`src/rtl/ula_seq_cascata.sv`:
```
`default_nettype none
// ============================================================================
//  Module      : ula_seq_cascata
//  Description : Sequential driver for a shared 4-bit carry-lookahead ULA.
//                Latches wide operands, feeds them to the ULA one nibble per
//                cycle (LSB first), chains the ULA carry back into the next
//                nibble, assembles the wide result and accumulates the group
//                propagate/generate flags.
//  Revision    : 1.0 - initial release
// ============================================================================
module ula_seq_cascata #(
    parameter int NIBBLES = 4                 // 4-bit slices per operation, 2..16
) (
    input  logic                   clk,
    input  logic                   rst_n,
    input  logic                   start,
    input  logic [4*NIBBLES-1:0]   A,
    input  logic [4*NIBBLES-1:0]   B,
    input  logic [2:0]             seletor,
    input  logic                   carry_in,
    output logic                   busy,
    output logic                   done,
    output logic [4*NIBBLES-1:0]   resultado,
    output logic                   carry_out,
    output logic                   propagado,
    output logic                   gerado,
    output logic [3:0]             ula_A,
    output logic [3:0]             ula_B,
    output logic [2:0]             ula_seletor,
    output logic                   ula_carry_in,
    input  logic [3:0]             ula_resultado,
    input  logic                   ula_carry_out,
    input  logic                   ula_propagado,
    input  logic                   ula_gerado
);

    localparam int W   = 4 * NIBBLES;
    localparam int K_W = $clog2(NIBBLES);

    // Controller states
    localparam logic [0:0] c_ocioso = 1'b0;
    localparam logic [0:0] c_exec   = 1'b1;

    // Only the add operation uses the carry chain and the group flags
    localparam logic [2:0]     c_sel_soma = 3'b100;
    localparam logic [K_W-1:0] c_k_ultimo = K_W'(NIBBLES - 1);

    // ------------------------------------------------------------------------
    // State and operand registers
    // ------------------------------------------------------------------------
    logic [0:0]     r_estado;
    logic [K_W-1:0] r_k;
    logic           r_done;
    logic [W-1:0]   r_a_lat;
    logic [W-1:0]   r_b_lat;
    logic [2:0]     r_sel_lat;
    logic           r_cin_lat;
    logic           r_carry_ant;     // ULA carry out captured at the previous nibble
    logic           r_carry_out;
    logic           r_prop;
    logic           r_ger;
    logic [3:0]     r_nib [NIBBLES];

    logic           w_exec;
    logic           w_aceita;
    logic           w_soma;
    logic           w_ultimo;
    logic [3:0]     w_a_nib [NIBBLES];
    logic [3:0]     w_b_nib [NIBBLES];

    assign w_exec   = (r_estado == c_exec);
    // A start is only honoured while idle, which includes the done cycle
    assign w_aceita = (r_estado == c_ocioso) && start;
    assign w_soma   = (r_sel_lat == c_sel_soma);
    assign w_ultimo = (r_k == c_k_ultimo);

    // ------------------------------------------------------------------------
    // Nibble views of the latched operands
    // ------------------------------------------------------------------------
    generate
        for (genvar i = 0; i < NIBBLES; i++) begin : g_fatia
            assign w_a_nib[i] = r_a_lat[4*i +: 4];
            assign w_b_nib[i] = r_b_lat[4*i +: 4];
        end
    endgenerate

    // Sequencer: idle until a start, then walk k over every nibble once
    always_ff @(posedge clk) begin
        if (!rst_n) begin
            r_estado <= c_ocioso;
            r_k      <= '0;
            r_done   <= 1'b0;
        end else begin
            r_done <= 1'b0;
            case (r_estado)
                c_ocioso: begin
                    if (start) begin
                        r_estado <= c_exec;
                        r_k      <= '0;
                    end
                end
                c_exec: begin
                    if (w_ultimo) begin
                        r_estado <= c_ocioso;
                        r_k      <= '0;
                        r_done   <= 1'b1;
                    end else begin
                        r_k <= r_k + K_W'(1);
                    end
                end
                default: begin
                    r_estado <= c_ocioso;
                    r_k      <= '0;
                end
            endcase
        end
    end

    // Operand capture on an accepted start; starts while busy leave these alone
    always_ff @(posedge clk) begin
        if (!rst_n) begin
            r_a_lat   <= '0;
            r_b_lat   <= '0;
            r_sel_lat <= 3'b000;
            r_cin_lat <= 1'b0;
        end else if (w_aceita) begin
            r_a_lat   <= A;
            r_b_lat   <= B;
            r_sel_lat <= seletor;
            r_cin_lat <= carry_in;
        end
    end

    // Carry chain register: ULA carry of nibble k feeds nibble k+1
    always_ff @(posedge clk) begin
        if (!rst_n) begin
            r_carry_ant <= 1'b0;
        end else if (w_aceita) begin
            r_carry_ant <= 1'b0;
        end else if (w_exec) begin
            r_carry_ant <= ula_carry_out;
        end
    end

    // Group flag accumulation and final carry, add operation only
    always_ff @(posedge clk) begin
        if (!rst_n) begin
            r_carry_out <= 1'b0;
            r_prop      <= 1'b0;
            r_ger       <= 1'b0;
        end else if (w_aceita) begin
            r_carry_out <= 1'b0;
            r_prop      <= 1'b0;
            r_ger       <= 1'b0;
        end else if (w_exec && w_soma) begin
            // Propagate is a running AND; nibble 0 seeds it
            r_prop <= (r_k == '0) ? ula_propagado : (r_prop & ula_propagado);
            // Generate ripples LSB to MSB through the nibble propagates
            r_ger  <= ula_gerado | (ula_propagado & r_ger);
            if (w_ultimo) begin
                r_carry_out <= ula_carry_out;
            end
        end
    end

    // ------------------------------------------------------------------------
    // Result nibbles: each slice clears on start and captures on its own k
    // ------------------------------------------------------------------------
    generate
        for (genvar i = 0; i < NIBBLES; i++) begin : g_resultado
            // Capture the ULA result while the sequencer points at this slice
            always_ff @(posedge clk) begin
                if (!rst_n) begin
                    r_nib[i] <= 4'h0;
                end else if (w_aceita) begin
                    r_nib[i] <= 4'h0;
                end else if (w_exec && (r_k == K_W'(i))) begin
                    r_nib[i] <= ula_resultado;
                end
            end
            assign resultado[4*i +: 4] = r_nib[i];
        end
    endgenerate

    // ULA drive: current nibble and chained carry while executing, zero otherwise
    always_comb begin
        ula_A        = 4'h0;
        ula_B        = 4'h0;
        ula_carry_in = 1'b0;
        if (w_exec) begin
            ula_A        = w_a_nib[r_k];
            ula_B        = w_b_nib[r_k];
            ula_carry_in = w_soma & ((r_k == '0) ? r_cin_lat : r_carry_ant);
        end
    end

    assign ula_seletor = r_sel_lat;
    assign busy        = w_exec;
    assign done        = r_done;
    assign carry_out   = r_carry_out;
    assign propagado   = r_prop;
    assign gerado      = r_ger;

endmodule
`default_nettype wire

```
`config.mk`:
```
export PLATFORM = sky130hd
export DESIGN_NAME = ula_seq_cascata
export DESIGN_NICKNAME = d
export VERILOG_FILES = /design/src/rtl/ula_seq_cascata.sv
export SDC_FILE = /design/constraint.sdc
export NUM_CORES = 1
export LEC_CHECK = 0
export BUFFER_PORTS_ARGS = -buffer_cell sky130_fd_sc_hd__buf_4
export CORE_ASPECT_RATIO = 1.75
export CORE_MARGIN = 4
export CORE_UTILIZATION = 48
export CTS_BUF_LIST = sky130_fd_sc_hd__clkbuf_8
export DETAILED_ROUTE_END_ITERATION = 10
export PLACE_DENSITY = 0.75
export SKIP_LAST_GASP = 1
export SLEW_MARGIN = 30
export SYNTH_ARGS = -nofsm -noshare
export SYNTH_HDL_FRONTEND = slang
export SYNTH_SLANG_ARGS = --single-unit
export TNS_END_PERCENT = 20
```
`constraint.sdc`:
```
create_clock -name clk -period 1.5 [get_ports clk]
set_input_delay 0.225 -clock clk [delete_from_list [all_inputs] [get_ports clk]]
set_output_delay 0.225 -clock clk [all_outputs]
set_load 0.02 [all_outputs]
```
# Yosys cells after proc, flatten, opt, wreduce, memory -nomap -nowiden
# Memory sizes are Yosys's and may differ from the RTL's.
# Index checks and enable logic that the tools add are counted.
[totals] word_cells=90 reg_bits=44 memories=1 ramBits=16 output_inout_bits=33
[memory_table] memory="r_nib" depth=4 width=4 rd=4 rd_clocked_by_memory_dff=0 write_ports=4 line_no="62" source="logic [3:0] r_nib [NIBBLES];"
[classes] n_lt_le_gt_ge=1 n_eq_ne=5 addsub=1 mux=46 n_reduce_logical=10 bitwise_logic=15
[ops] cell="2-to-1 mux 4 bit" n=14
[ops] cell="2-to-1 mux 1 bit" n=26
[ops] cell="binary-select mux 4 bit (select 2 bit)" n=2
[ops] cell="OR 1 bit" n=9
[ops] cell="logical AND 1 bit" n=6
[ops] cell="equality test 2 bit, second input constant" n=2
[ops] cell="2-to-1 mux 2 bit" n=2
[ops] cell="case mux 2 bit (2 select lines)" n=1
[ops] cell="AND reduction 2 bit" n=2
[ops] cell="AND 1 bit" n=3
[ops] cell="equality test 3 bit, second input constant" n=1
[ops] cell="greater-or-equal comparator 3 bit, second input constant" n=1
[ops] cell="NOT 2 -> 3 bit" n=1
[ops] cell="adder 2 x 1 -> 2 bit, second input constant" n=1
[ops] cell="equality test 2 x 1 -> 1 bit, second input constant" n=1
[ops] cell="logical NOT 2 bit" n=1
[ops] cell="inequality test 2 bit, second input constant" n=1
[ops] cell="NOT 1 bit" n=2
[ops] cell="case mux 1 bit (2 select lines)" n=1
[ops] cell="OR reduction 2 bit" n=1

# Longest topological paths before layout
# Gate-level depths: netlist of run 1.
[logic_depth] ltp_word=7 ltp_mapped=5 depth_no_buf=4

# Least setup slack after synthesis of run 1
# No wires, ideal clock.
[synth_timing] path_type="flip-flop to flip-flop" from="register r_estado, in the netlist busy" to="memory r_nib[2][0] (enable)" t_required_ns=1.188 setup_slack_ns=0.000 path_stages_with_launch=5 n_path_buf=2 setup_time_ns=0.312 period_less_slack_ns=1.500 arrival_time_ns=1.188 path_cell_list="dfxtp_1 -> buf_4 -> clkbuf_1 -> nand2_1 -> nand3_1"
[synth_lines] element="start, declared" line_no="51" source="logic [0:0] r_estado;"
[synth_lines] element="start signal, assigned" line_no="90" source="r_estado <= c_ocioso;"
[synth_lines] element="start signal, assigned" line_no="104" source="r_estado <= c_ocioso;"
[synth_lines] element="start signal, assigned" line_no="112" source="r_estado <= c_ocioso;"
[synth_lines] element="end, declared" line_no="62"

# Final worst setup path of run 1
[layout_timing] from="register r_k[0]" to="output port ula_A[3]"
[layout_between] elab_chain_len=5
[layout_rtl] element="start, declared" line_no="52" source="logic [K_W-1:0] r_k;"
[layout_rtl] element="start signal, assigned" line_no="108" source="r_k <= r_k + K_W'(1);"
[layout_rtl] element="NOT 2 -> 3 bit (implied by the code)" line_no="191" source="ula_A = w_a_nib[r_k];"
[layout_rtl] element="binary-select mux 4 bit (select 2 bit)" line_no="191"
[layout_rtl] element="2-to-1 mux 4 bit (implied by the code) (2 in series)" line_no="191"
[layout_rtl] element="2-to-1 mux 4 bit" line_no="190" source="if (w_exec) begin"
[layout_rtl] element="end, declared" line_no="27" source="output logic [3:0] ula_A,"
# No other way between the ends. The select of a mux whose other input is x is not followed.

==> flow_metrics.py, run 1 <==
metrics = {
    "place": {
        "dp_hpwl_um": 4220,
        "gp_congestion": 0.798,
        "placed_cell_area_mm2": 0.00326,
        "portBuffers": 78,
        "dp.cells": 395,
    },
    "finish": {
        "drive_gt1_frac": 0.353,
        "final_cell_mix": "86 x buf_4, 83 x nand2_1, 42 x dfxtp_1",
        "final_common_cell": "buf_4",
        "final_net_count": 402,
        "area_growth_pct": 37.0,
        "diodes": 0,
        "finish.utilization": 0.677,
        "final_cells": 412,
        "design_area_mm2": 0.00356,
    },
    "synthesis": {
        "synth_top_flop_cell": "dfxtp_1",
        "synth.distinct_cells": 27,
        "ys_warn_count": 0,
        "synth.yosys.seq_area_share": 0.524,
        "synth_area_per_cell_um2": 9.77,
        "synth-seq-cells": 60,
        "syn_inst": 266,
        "syn-cell-area_mm2": 0.00260,
        "synthArstFlopShare": 0,
        "synth-edff-count": 16,
        "syn_nets": 316,
    },
    "cts": {
        "cts_hold_buf": 0,
        "cts_buffers": 9,
        "cts_buffer_depth": 2,
        "cts_max_level": 3,
        "cts_tree": "built",
        "clkSinkCount": 60,
        "insertion_delay_ps": 340,
        "cts_root_buf": "clkbuf_8",
        "clk_pin_slew_ps": 60,
    },
    "grt": {
        "grt_pass1_wl_um": 9160,
        "grt-ovfl-total": 0,
        "use_met2": 0.306,
        "grt_pass1_vias": 2046,
        "antenna_found_initial": 0,
        "grt_use_met3": 0.0309,
        "grt.met1_usage": 0.196,
        "grt_usage": 0.178,
        "busiest_layer": "met2",
        "grt_max_degree": 34,
    },
    "sta": {
        "slew_viol_final": 0,
        "period_share": 1.21,
        "skew_ps": 5.39,
        "min_period_ps": 1810,
        "worst_slack_ps": -312,
        "hold_viol": 0,
        "fin_worst_hold_slack_ps": 126,
        "finalSetupViolCount": 9,
        "timing.fmax_mhz": 552,
        "slew_headroom": 0.834,
        "tightest_slew_ps": 249,
        "rsz0062_at_grt": "yes",
    },
    "route": {
        "ant_nets": 0,
        "first_pass_iters": 4,
        "wl_per_cell_um": 14.0,
        "drt-initial-drc-count": 58,
        "num_vias": 2099,
        "drc": 0,
        "viasPerCell": 5.09,
        "wl_um": 5760,
    },
    "power_and_ir_drop": {
        "powerDensity_mw_per_mm2": 1150,
        "switching_share": 0.220,
        "switchingPower_mw": 0.905,
        "share_comb_of_total_power": 0.125,
        "p_int_mw": 3.20,
        "clkPwrFrac": 0.437,
        "cellLeakagePower_nw": 1.53,
        "power_frac_seq": 0.438,
        "peakVddDrop_v": 0.000819,
    },
    "floorplan": {
        "io_pins": 79,
        "die_h_um": 105,
        "core-area_mm2": 0.00526,
        "fp.dieW_um": 63.6,
        "rows": 35,
        "initial_core_util": 0.494,
        "die-area_mm2": 0.00670,
    },
    "worst_setup_path": {
        "r2r_slack_ps": 50,
        "crit_fanout": 3,
        "crit_type": "register to output port",
        "setup.worst_path.end_class": "output port",
        "regToRegEndpoint": "r_nib[3][0]",
        "endpoint": "ula_A[3]",
        "setup.worst_path.start": "r_k[0]",
        "regToRegStartpoint": "r_k[0]",
        "crit_arrival_ps": 1590,
        "rr_worst_depth": 5,
        "cp_data_required_time_ps": 1270,
        "critPathLaunchType": "register",
    },
    "outcome": {
        "violations": "negative setup slack",
        "status": "finished with violations",
    },
    "worst_hold_path": {
        "worst_hold_path_type": "input port to register",
        "holdPathStages": 3,
    },
    "run": {
        "cap_violations": 0,
    },
}
## flip-flops by register name, indices dropped and copies added, names as in the netlist
register / flops
r_nib: 16
carry_out: 1
r_cin_lat: 1
busy: 1
r_carry_ant: 1
propagado: 1
done: 1
ula_seletor: 3
r_k: 2
r_b_lat: 16
r_a_lat: 16
gerado: 1
## metrics by stage
| stage | setup TNS [ps] | setup WS [ps] | power (mW) |
|---|---|---|---|
| 6_report | -2540 | -312 | 4.10 |
| 4_1_cts | -2740 | -332 | 4.14 |
| 3_3_place_gp | -351 | -65.2 | 2.32 |
| 5_1_grt | -3130 | -380 | 4.25 |
| 2_1_floorplan | 0 | 0.0782 | 2.10 |
| 3_5_place_dp | -559 | -82.1 | 2.34 |
## cells in the mapped netlist, drive strengths merged, types with 2 or more instances
library cell	n	share of area
a21boi	36	0.10
a21oi	6	0.012
and2	12	0.029
buf	13	0.035
clkbuf	5	0.0077
dfxtp	44	0.34
edfxtp	16	0.18
ha	4	0.019
inv	3	0.0043
mux4	8	0.071
nand2	83	0.12
nand3	5	0.0096
nor2	16	0.023
nor2b	4	0.0096
nor3b	3	0.0087
o21ai	2	0.0039
## what timing repair did
| action | 4_1_cts | 5_1_grt |
|---|---|---|
| pin swaps | 2 | 1 |
| setup buffers | 1 | 0 |
| gates resized for setup | 16 | 0 |
| setup endpoints to repair | 13 | 14 |
## power by group through the flow
stage | Combinational, mW | Sequential [mW] | Clock [mW]
final | 0.514 | 1.80 | 1.79
after detailed placement | 0.504 | 1.83 | 0
after floorplan | 0.237 | 1.87 | 0
after global routing | 0.559 | 1.81 | 1.88
after global placement | 0.497 | 1.83 | 0
after CTS | 0.520 | 1.80 | 1.82
## critical path, stage by stage, from the launching register on
cell and delay (ps):
dfxtp_2 330, buf_4 120, mux4_2 480, and2_4 170
buf_4 150
## cell families (layout without fill, tap and decap cells)
logic type,count (synthesis),after routing,share of synthesized area
simple gates,128,128,0.216
flops,60,60,0.524
compound gates,44,44,0.119
buf+inv,21,112,0.0467
mux,9,9,0.0747
fa+ha+maj,4,4,0.0193
## routing by layer
metal | up-vias | part of all wire
li1 | 1055 | -
met1 | 969 | 0.38
met2 | 59 | 0.54
met3 | 16 | 0.052
met4 | 0 | 0.028
met5 | - | 0
## area by class of cell
| class | instances | area [um^2] |
|---|---|---|
| clock buffers | 11 | 151 |
| inverters | 3 | 11.3 |
| fillers | 443 | 1700 |
| clock inverters | 5 | 98.8 |
| flip-flops and latches | 60 | 1370 |
| multi-input cells | 185 | 1130 |
| repair buffers | 93 | 733 |
| well taps | 55 | 68.8 |
## worst min path at each step
| stage | from | slack [ps] | end |
|---|---|---|---|
| 2_1_floorplan | A[11] | 360 | r_a_lat[11] |
| 5_1_grt | A[13] | 130 | r_a_lat[13] |
| 4_1_cts | B[11] | 120 | r_b_lat[11] |
| 3_5_place_dp | r_cin_lat | 450 | r_cin_lat |
| 3_3_place_gp | r_b_lat[3] | 440 | r_b_lat[3] |
| 6_report | A[13] | 130 | r_a_lat[13] |
(Power assumes the default switching activity.)
==> run 2, diff against run 1 <==
--- a/config.mk
+++ b/config.mk
@@ -10,8 +10,11 @@
 export CORE_MARGIN = 4
 export CORE_UTILIZATION = 48
 export CTS_BUF_LIST = sky130_fd_sc_hd__clkbuf_8
+export CTS_CLUSTER_SIZE = 8
 export DETAILED_ROUTE_END_ITERATION = 10
 export PLACE_DENSITY = 0.75
+export RECOVER_POWER = 50
+export SKIP_CTS_REPAIR_TIMING = 1
 export SKIP_LAST_GASP = 1
 export SLEW_MARGIN = 30
 export SYNTH_ARGS = -nofsm -noshare
==> run 2 against run 1 <==
Compared with the run above: the run still ends with negative setup slack left; wire length grew 0.40%; die area is the same; critical path depth is the same; register-to-register slack is essentially flat; global-route usage shrank 0.17 points; sequential share of layout area grew 1.1 points; fmax shrank 0.62%; via count is essentially flat; flip-flop and latch count is the same; first-iteration DRC count grew 5.2%; worst setup slack lost 11 ps; clock skew grew 1.3 ps; critical endpoint unchanged; highest routed layer unchanged.
==> flow_metrics.py, run 2 (synthesis gave the netlist of run 1 again) <==
metrics = {
    "worst_setup_path": {
        "cpPeakStageDelay_ps": 480,
        "critPathLaunchType": "register",
        "crit_arrival_ps": 1600,
        "cpLargestDelayFamily": "multiplexers",
        "crit_type": "register to output port",
        "cp_data_required_time_ps": 1270,
        "path_buf_inv": 2,
        "path_cells": "buf_4 > mux4_2 > and2_4 > buf_4",
        "crit_slowest_cell": "mux4_2",
        "crit_top_cell": "buf_4",
        "crit_fanout": 3,
        "setup.worst_path.end_class": "output port",
    },
    "route": {
        "wl_um": 5780,
        "num_vias": 2100,
        "drt-initial-drc-count": 61,
        "first_pass_iters": 4,
        "ant_nets": 0,
        "wl_per_cell_um": 14.0,
        "drc": 0,
        "viasPerCell": 5.10,
    },
    "sta": {
        "period_share": 1.22,
        "rsz0062_at_grt": "yes",
        "tightest_slew_ps": 458,
        "slew_headroom": 0.695,
        "hold_viol": 0,
        "min_period_ps": 1820,
        "worst_slack_ps": -323,
        "timing.fmax_mhz": 549,
        "tns_ps": -2570,
        "slew_viol_final": 0,
        "skew_ps": 6.65,
        "finalSetupViolCount": 9,
    },
    "grt": {
        "grt-ovfl-total": 0,
        "grt_pass1_wl_um": 9070,
        "grt_usage": 0.176,
        "grt.met1_usage": 0.194,
        "use_met2": 0.303,
        "grt_use_met3": 0.0309,
        "antenna_found_initial": 0,
        "grt_max_degree": 34,
        "grt_pass1_vias": 2018,
        "busiest_layer": "met2",
    },
    "finish": {
        "final_common_cell": "nand2_1",
        "largestRegisters": "r_a_lat x16, r_b_lat x16, r_nib x16",
        "final.fill_count": 468,
        "final_cell_mix": "83 x nand2_1, 64 x buf_4, 42 x dfxtp_1",
        "final_net_count": 402,
        "diodes": 0,
        "area_growth_pct": 33.1,
        "drive_gt1_frac": 0.277,
    },
    "worst_hold_path": {
        "worst_hold_path_type": "input port to register",
    },
    "cts": {
        "cts_buffer_depth": 2,
        "cts_max_level": 3,
        "cts_tree": "built",
        "clkSinkCount": 60,
        "cts_buffers": 9,
        "insertion_delay_ps": 340,
        "clk_pin_slew_ps": 60,
        "cts_root_buf": "clkbuf_8",
    },
    "place": {
        "dp_hpwl_um": 4220,
        "portBuffers": 78,
        "preCtsSetupSlack_ps": -82.1,
        "gp_congestion": 0.798,
    },
    "floorplan": {
        "die_h_um": 105,
        "initial_core_util": 0.494,
        "fp.dieW_um": 63.6,
        "die-area_mm2": 0.00670,
        "io_pins": 79,
        "core-area_mm2": 0.00526,
        "rows": 35,
    },
    "run": {
        "cap_violations": 0,
    },
    "outcome": {
        "violations": "negative setup slack",
        "status": "finished with violations",
    },
    "power_and_ir_drop": {
        "powerDensity_mw_per_mm2": 1180,
        "peakVddDrop_v": 0.000822,
        "cellLeakagePower_nw": 1.43,
    },
}
-- run 2: final timing paths --
path / start / endpoint / slack, ps / cells after the start
hold / removal: A[13] / r_a_lat[13] / 130 / 3
setup / recovery: r_k[0] / ula_A[3] / -320 / 4
setup reg to reg: r_k[0] / r_nib[3][0] / 40 / 5
hold reg to reg: r_cin_lat / r_cin_lat / 450 / 2
-- run 2: routing by layer --
| metal | up-vias | routed length (um) |
|---|---|---|
| met2 | 57 | 3110 |
| li1 | 1058 | - |
| met4 | 0 | 153 |
| met5 | - | 0 |
| met3 | 14 | 279 |
| met1 | 971 | 2240 |
-- run 2: worst reg2reg max path, cell delays in order, from the launching register on --
cell and delay, ps:
dfxtp_2 330, buf_8 130, buf_4 140, ha_1 230
and3_1 230, and2_1 170
-- run 2: final cells by class --
type                    instances  area (um^2)  share of cell area
well taps                      55         68.8              0.0199
clock inverters                 5         98.8              0.0286
clock buffers                  11          151              0.0438
repair buffers                 93          639               0.185
multi-input cells             185         1120               0.324
flip-flops and latches         60         1370               0.395
inverters                       3         11.3             0.00326
-- run 2: where the power goes --
part / total [mW] / internal [mW] / switching (mW)
logic: 0.483 / 0.232 / 0.251
registers: 1.80 / 1.75 / 0.0429
clock network: 1.79 / 1.19 / 0.609
total: 4.07 / 3.17 / 0.903
-- run 2: per-stage QoR --
step	util	cell area (um^2)	total power, mW	std cells	hold WS [ps]
5_1_grt	0.658	3460	4.22	412	127
3_5_place_dp	0.621	3260	2.34	395	446
2_1_floorplan	-	2600	2.10	266	360
3_3_place_gp	0.621	3260	2.32	395	439
4_1_cts	0.668	3510	4.13	411	119
6_report	0.658	3460	4.07	412	129
==> run 3, diff against run 2 <==
--- a/config.mk
+++ b/config.mk
@@ -20,4 +20,4 @@
 export SYNTH_ARGS = -nofsm -noshare
 export SYNTH_HDL_FRONTEND = slang
 export SYNTH_SLANG_ARGS = --single-unit
-export TNS_END_PERCENT = 20
+export TNS_END_PERCENT = 30
==> run 3 against run 2 <==
Compared with the run above: register-to-register slack about the same; worst setup slack worse by 1.1 ps; non-clock buffer count unchanged; the flow still finishes with violations (negative setup slack); critical path type unchanged; fmax about the same; via count down 0.29%; utilization up 0.55 points; die area unchanged; wire length about the same; largest cell class unchanged; clock power about the same; power up 0.24%; count of clock-buffer cells in the layout unchanged; critical endpoint unchanged; first-iteration DRC count up 3.3%.
==> flow_metrics.py, run 3 (synthesis gave the netlist of run 1 again) <==
metrics = {
    "finish": {
        "final_cell_mix": "83 x nand2_1, 65 x buf_4, 42 x dfxtp_1",
        "final_cells": 412,
        "final_net_count": 402,
        "final_common_cell": "nand2_1",
        "drive_gt1_frac": 0.291,
        "area_growth_pct": 34.2,
        "diodes": 0,
        "design_area_mm2": 0.00349,
        "largestRegisters": "r_a_lat x16, r_b_lat x16, r_nib x16",
    },
    "worst_hold_path": {
        "worst_hold_path_type": "input port to register",
    },
    "route": {
        "wl_um": 5780,
        "num_vias": 2094,
        "drc": 0,
        "first_pass_iters": 4,
        "drt-initial-drc-count": 63,
        "wl_per_cell_um": 14.0,
        "viasPerCell": 5.08,
        "ant_nets": 0,
    },
    "sta": {
        "min_period_ps": 1820,
        "period_share": 1.22,
        "rsz0062_at_grt": "yes",
        "hold_viol": 0,
        "worst_slack_ps": -324,
        "slew_headroom": 0.827,
        "finalSetupViolCount": 9,
        "timing.fmax_mhz": 548,
        "tightest_slew_ps": 260,
        "skew_ps": 4.58,
        "slew_viol_final": 0,
    },
    "power_and_ir_drop": {
        "cellLeakagePower_nw": 1.44,
        "peakVddDrop_v": 0.000821,
        "powerDensity_mw_per_mm2": 1170,
    },
    "grt": {
        "grt_max_degree": 34,
        "grt_pass1_wl_um": 9070,
        "grt_pass1_vias": 2018,
        "grt_usage": 0.176,
        "antenna_found_initial": 0,
        "grt-ovfl-total": 0,
    },
    "worst_setup_path": {
        "setup.worst_path.end_class": "output port",
        "r2r_slack_ps": 40,
        "crit_type": "register to output port",
        "crit_arrival_ps": 1600,
        "critPathLaunchType": "register",
        "crit_fanout": 3,
        "cp_data_required_time_ps": 1270,
    },
    "place": {
        "placed_cell_area_mm2": 0.00326,
        "dp.cells": 395,
        "portBuffers": 78,
        "gp_congestion": 0.798,
        "dp_hpwl_um": 4220,
    },
    "cts": {
        "cts_buffer_depth": 2,
        "insertion_delay_ps": 340,
        "clk_pin_slew_ps": 60,
        "cts_buffers": 9,
        "cts_max_level": 3,
        "cts_tree": "built",
        "clkSinkCount": 60,
        "cts_root_buf": "clkbuf_8",
    },
    "floorplan": {
        "initial_core_util": 0.494,
        "fp.dieW_um": 63.6,
        "core-area_mm2": 0.00526,
        "rows": 35,
        "io_pins": 79,
        "die_h_um": 105,
        "die-area_mm2": 0.00670,
    },
    "outcome": {
        "status": "finished with violations",
        "violations": "negative setup slack",
    },
    "run": {
        "cap_violations": 0,
    },
}
## run 3: through the flow
step	power, mW	util	hold slack [ps]	setup TNS [ps]	worst slack (ps)
global placement	2.32	0.621	439	-351	-65.2
detailed placement	2.34	0.621	446	-559	-82.1
floorplan	2.10	-	360	0	0.0782
global route	4.23	0.663	127	-3100	-372
finish	4.08	0.663	129	-2490	-324
CTS	4.13	0.668	119	-3990	-458
## run 3: power by group
part	internal, mW	switching [mW]
Combinational	0.239	0.253
Clock	1.19	0.609
Sequential	1.75	0.0429
## run 3: layer usage
layer | part of all wire | wire length (um) | track usage | vias to the layer above
met4 | 0.023 | 133 | 0.119 | 0
met1 | 0.39 | 2260 | 0.194 | 966
li1 | - | - | - | 1057
met3 | 0.050 | 287 | 0.0309 | 12
met2 | 0.54 | 3100 | 0.303 | 59
met5 | 0 | 0 | 0 | -
## run 3: layout make-up
| type | count | area [um^2] |
|---|---|---|
| Clock inverter | 5 | 98.8 |
| Tap cell | 55 | 68.8 |
| Clock buffer | 11 | 151 |
| Sequential cell | 60 | 1370 |
| Fill cell | 462 | 1770 |
| Multi-Input combinational cell | 185 | 1140 |
| Timing Repair Buffer | 93 | 651 |
| Inverter | 3 | 11.3 |
## run 3: critical path, cell delays in order (launching register included)
cell,delay [ps]
dfxtp_2,340
buf_4,130
mux4_2,480
and2_4,170
buf_4,150
## run 3: final timing paths
| kind | startpoint | to | cells after the start |
|---|---|---|---|
| worst min-delay path | B[11] | r_b_lat[11] | 3 |
| worst min register to register | r_cin_lat | r_cin_lat | 2 |
| worst max register to register | r_k[0] | r_nib[3][0] | 5 |
| worst max-delay path | r_k[0] | ula_A[3] | 4 |
